<file path="src/rtl/serial_add_ctrl.sv">
// Bit-serial add/subtract sequencer: one shared full adder (two half adders
// plus an OR) walks the operands LSB first, one bit per hz100 edge.
module half_adder (
  input  logic x,
  input  logic y,
  output logic s,
  output logic c
);
  assign s = x ^ y;
  assign c = x & y;
endmodule

module serial_add_ctrl #(
  parameter int WIDTH = 8,
  parameter int CW    = 5
) (
  input  logic             hz100,
  input  logic             reset,
  input  logic             start,
  input  logic             sub,
  input  logic [WIDTH-1:0] a,
  input  logic [WIDTH-1:0] b,
  output logic             busy,
  output logic             done,
  output logic [WIDTH-1:0] sum,
  output logic             cout,
  output logic             ovf
);
  typedef enum logic [1:0] {IDLE, RUN, DONE} state_t;

  state_t           state;
  logic [WIDTH-1:0] opa, opb, part;
  logic             carry;
  logic [CW-1:0]    cnt;

  logic s0, c0, fs, c1, fc;
  logic last;

  half_adder u_ha0 (.x(opa[0]), .y(opb[0]), .s(s0), .c(c0));
  half_adder u_ha1 (.x(s0),     .y(carry),  .s(fs), .c(c1));
  assign fc   = c0 | c1;
  assign last = (cnt == CW'(WIDTH-1));

  always_ff @(posedge hz100 or negedge reset) begin
    if (!reset) begin
      state <= IDLE;
      opa   <= '0;
      opb   <= '0;
      part  <= '0;
      carry <= 1'b0;
      cnt   <= '0;
      busy  <= 1'b0;
      done  <= 1'b0;
      sum   <= '0;
      cout  <= 1'b0;
      ovf   <= 1'b0;
    end else begin
      case (state)
        IDLE: begin
          done <= 1'b0;
          if (start) begin
            // subtract as a + ~b + 1: the +1 enters as the initial carry
            opa   <= a;
            opb   <= sub ? ~b : b;
            carry <= sub;
            cnt   <= '0;
            busy  <= 1'b1;
            state <= RUN;
          end
        end
        RUN: begin
          opa   <= opa >> 1;
          opb   <= opb >> 1;
          part  <= {fs, part[WIDTH-1:1]};
          carry <= fc;
          if (last) begin
            // carry still holds the carry into the MSB at this point
            sum   <= {fs, part[WIDTH-1:1]};
            cout  <= fc;
            ovf   <= carry ^ fc;
            busy  <= 1'b0;
            done  <= 1'b1;
            state <= DONE;
          end else begin
            cnt <= cnt + CW'(1);
          end
        end
        DONE: begin
          done  <= 1'b0;
          state <= IDLE;
        end
        default: begin
          busy  <= 1'b0;
          done  <= 1'b0;
          state <= IDLE;
        end
      endcase
    end
  end
endmodule
</file>
<file path="config.mk">
export PLATFORM = sky130hd
export DESIGN_NAME = serial_add_ctrl
export DESIGN_NICKNAME = d
export VERILOG_FILES = /design/src/rtl/serial_add_ctrl.sv
export SDC_FILE = /design/constraint.sdc
export NUM_CORES = 1
export LEC_CHECK = 0
export CAP_MARGIN = 20
export CORE_ASPECT_RATIO = 0.5
export CORE_MARGIN = 2
export CORE_UTILIZATION = 30
export DETAILED_ROUTE_END_ITERATION = 7
export GPL_ROUTABILITY_DRIVEN = 0
export PLACE_DENSITY = 0.47
export SKIP_LAST_GASP = 1
export SYNTH_ARGS = -nofsm -noshare
export SYNTH_HDL_FRONTEND = slang
export SYNTH_SLANG_ARGS = --single-unit
</file>
<file path="constraint.sdc">
create_clock -name hz100 -period 2.4 [get_ports hz100]
set_clock_uncertainty 0.05 [all_clocks]
set_input_delay 0.24 -clock hz100 [delete_from_list [all_inputs] [get_ports hz100]]
set_output_delay 0.24 -clock hz100 [all_outputs]
set_load 0.005 [all_outputs]
</file>
==> results.yml <==
timing:
  fin_crit_ps: 1841
  relSlewSlack: 0.6458
  maxSlewViolCount: 0
  hold_viol_final: 0
  rsz0062_at_grt: "false"
  hold_ws_ps: 407.0
  setup_viol: 0
  fmax_mhz: 543.1
  tns_ps: 0
  fin_crit_sh: 0.7672
  tightest_slew_ps: 529.6
  finalWorstSetupSlack_ps: 558.8
clocking:
  cts_tree: "built"
  cts.sinks: 43
  path_clk_slew_ps: 60
  root_buffer: "clkbuf_16"
  htreeDepth: 2
  clock_path_buffers: 2
  cts_buffers: 5
  clk_latency_ps: 280
  postCtsResizedCells: 0
  cts_setup_buffers: 0
floorplanning:
  floorplan.initialDensity: 0.3193
  fp.dieArea_sq_mm: 0.007338
  die_h_microns: 61.58
  io_pins: 32
  core_area_sq_mm: 0.006231
  rows: 20
  dieWidth_microns: 119.2
logic_synthesis:
  yosys_warnings: 0
  synth_edf_count: 0
  synth_cells: 180
  yosys.area.top_type: "dfrtp_1"
  yosysSeqAreaShare: 0.5409
  async_flop_share: 1.000
  yosys.area.top_type_share: 0.5409
  synthDistinctLibCells: 35
  synth_ff_type: "dfrtp_1"
  syn_avg_cell_area_sq_um: 11.05
  mappedNetlistArea_sq_mm: 0.001989
  syn_nets: 202
  yosys-top-cells-area: "dfrtp_1, nand2_1, mux2i_1"
  ys_seq_elements: 43
layout:
  insertedDiodeCount: 0
  drive_gt1_frac: 0.08837
  final_net_count: 236
  mostFrequentLayoutCells: "dfrtp_1, nand2_1, clkdlybuf4s50_1"
  layout_commonest_cell: "dfrtp_1"
  area_delta_synth_final_pct: 29.12
run:
  max-cap-violations: 0
drt:
  drc: 0
  wl_per_cell_microns: 14.63
  wl_microns: 4433
  viasPerCell: 4.667
  final_antenna_net_count: 0
  via_count: 1414
  drtIter0Drc: 67
  firstDrtPassIters: 4
worst_setup_path:
  cp.arrival_ps: 1960
  worstPathRequired_ps: 2510
  critPathMaxFanout: 9
  critical_path_class: "flip-flop to flip-flop"
  cp-start-kind: "flip-flop"
  end_kind: "flip-flop"
  reg2reg_depth: 5
placement:
  place.detailed.hpwl_microns: 3079
  io_buffers: 31
  dpl_worst_slack_ps: 569.5
grt:
  overflow: 0
  grt_pass1_vias: 1455
  antenna_found_initial: 0
  grt_usage: 0.1339
  grt_pass1_wl_microns: 7438
  met1_usage: 0.1882
  grt_util_met2: 0.2077
  grt.busiest_layer: "met2"
  grt_max_degree: 24
  gr-usage-met3: 0.03056
hold_path:
  holdCritPathClass: "input pin to asynchronous set/reset pin"
pwr:
  p_int_w: 0.002317
  total_leakage_power_nw: 1.182
  p_clk_frac: 0.253
  power_frac_comb: 0.361
  p_sw_frac: 0.3288
  netSwitchingPower_w: 0.001135
  seqPwrFrac: 0.386
  powerDensity_mw_per_mm2: 1344
  vdd_drop_max_uv: 466.9
run_status:
  status: "complete, no violations"
[what timing repair did]
action | in CTS | in global routing
setup endpoints to repair | 0 | 0
hold buffers | 1 | 0
hold endpoints to repair | 21 | 0
[worst max-delay path, stage by stage, from the launching register on]
cell and delay [ps]:
dfrtp_1 400, ha_1 230, and4bb_1 460, nand2_8 130
inv_2 120, mux2_2 340
[final timing paths]
| check | startpoint | endpoint | slack, ps |
|---|---|---|---|
| hold reg to reg | part[1] | part[1] | 420 |
| hold / removal | reset | sum[1] | 410 |
| min in group hz100 | part[1] | part[1] | 420 |
| setup / recovery | cnt[0] | sum[4] | 560 |
| max in group asynchronous | reset | cnt[0] | 1220 |
| setup reg to reg | cnt[0] | sum[4] | 560 |
[flip-flops by register name, summed over array words and instances, names as in the netlist]
signal and count:
busy 1, carry 1, cnt 5, cout 1
done 1, opa 8, opb 8, ovf 1
part 7, state 2, sum 8
[layer usage]
| layer | part of all wire | wire length [microns] | vias up |
|---|---|---|---|
| li1 | - | - | 690 |
| met1 | 0.51 | 2280 | 700 |
| met2 | 0.44 | 1951 | 20 |
| met3 | 0.039 | 171 | 4 |
| met4 | 0.0065 | 29 | 0 |
| met5 | 0 | 0 | - |
[cells by family after synthesis]
kind of cell               Yosys count  share of synthesized area
adders and majority gates            2                    0.01635
buffers and inverters               15                    0.04779
and+or+nand+nor                     54                     0.1283
AOI/OAI and AO/OA                   39                     0.1315
xor gates and xnor gates            10                    0.04403
muxes                               17                    0.09120
DFF                                 43                     0.5409
[through the flow]
| stage | std cells | total power [W] | area [sq um] | utilization |
|---|---|---|---|---|
| after floorplan | 180 | 0.002149 | 1989 | - |
| after global placement | 294 | 0.002586 | 2366 | 0.3797 |
| after detailed placement | 294 | 0.002600 | 2366 | 0.3797 |
| after CTS | 303 | 0.003500 | 2569 | 0.4122 |
| after global routing | 303 | 0.003730 | 2569 | 0.4122 |
| final | 303 | 0.003452 | 2569 | 0.4122 |
[Yosys cell counts (2+ instances only)]
master / count
a21oi_1: 8
a221o_1: 5
a22o_1: 5
buf_2: 4
buf_4: 2
buf_6: 2
dfrtp_1: 43
inv_1: 4
mux2_1: 7
mux2_2: 2
mux2i_1: 8
nand2_1: 33
nand2b_1: 2
nand3_1: 2
nor2_1: 9
nor2b_1: 2
nor3_1: 2
o21ai_0: 10
o22ai_1: 6
xnor2_1: 2
xor2_1: 8
[power groups by stage]
stage / logic [W] / registers (W) / clock network (W)
2_1_floorplan: 0.000891 / 0.00126 / 0
3_3_place_gp: 0.00125 / 0.00134 / 0
5_1_grt: 0.00141 / 0.00139 / 0.000930
6_report: 0.00125 / 0.00133 / 0.000873
3_5_place_dp: 0.00125 / 0.00134 / 0
4_1_cts: 0.00127 / 0.00134 / 0.000893
[cell type report]
type / instances / area [sq um]
Sequential cell: 43 / 1076
Fill cell: 604 / 3662
Inverter: 5 / 18.77
Multi-Input combinational cell: 122 / 818.3
Timing Repair Buffer: 37 / 352.8
Clock inverter: 3 / 67.56
Tap cell: 88 / 110.1
Clock buffer: 5 / 125.1
Power figures use the tool's default switching activity.
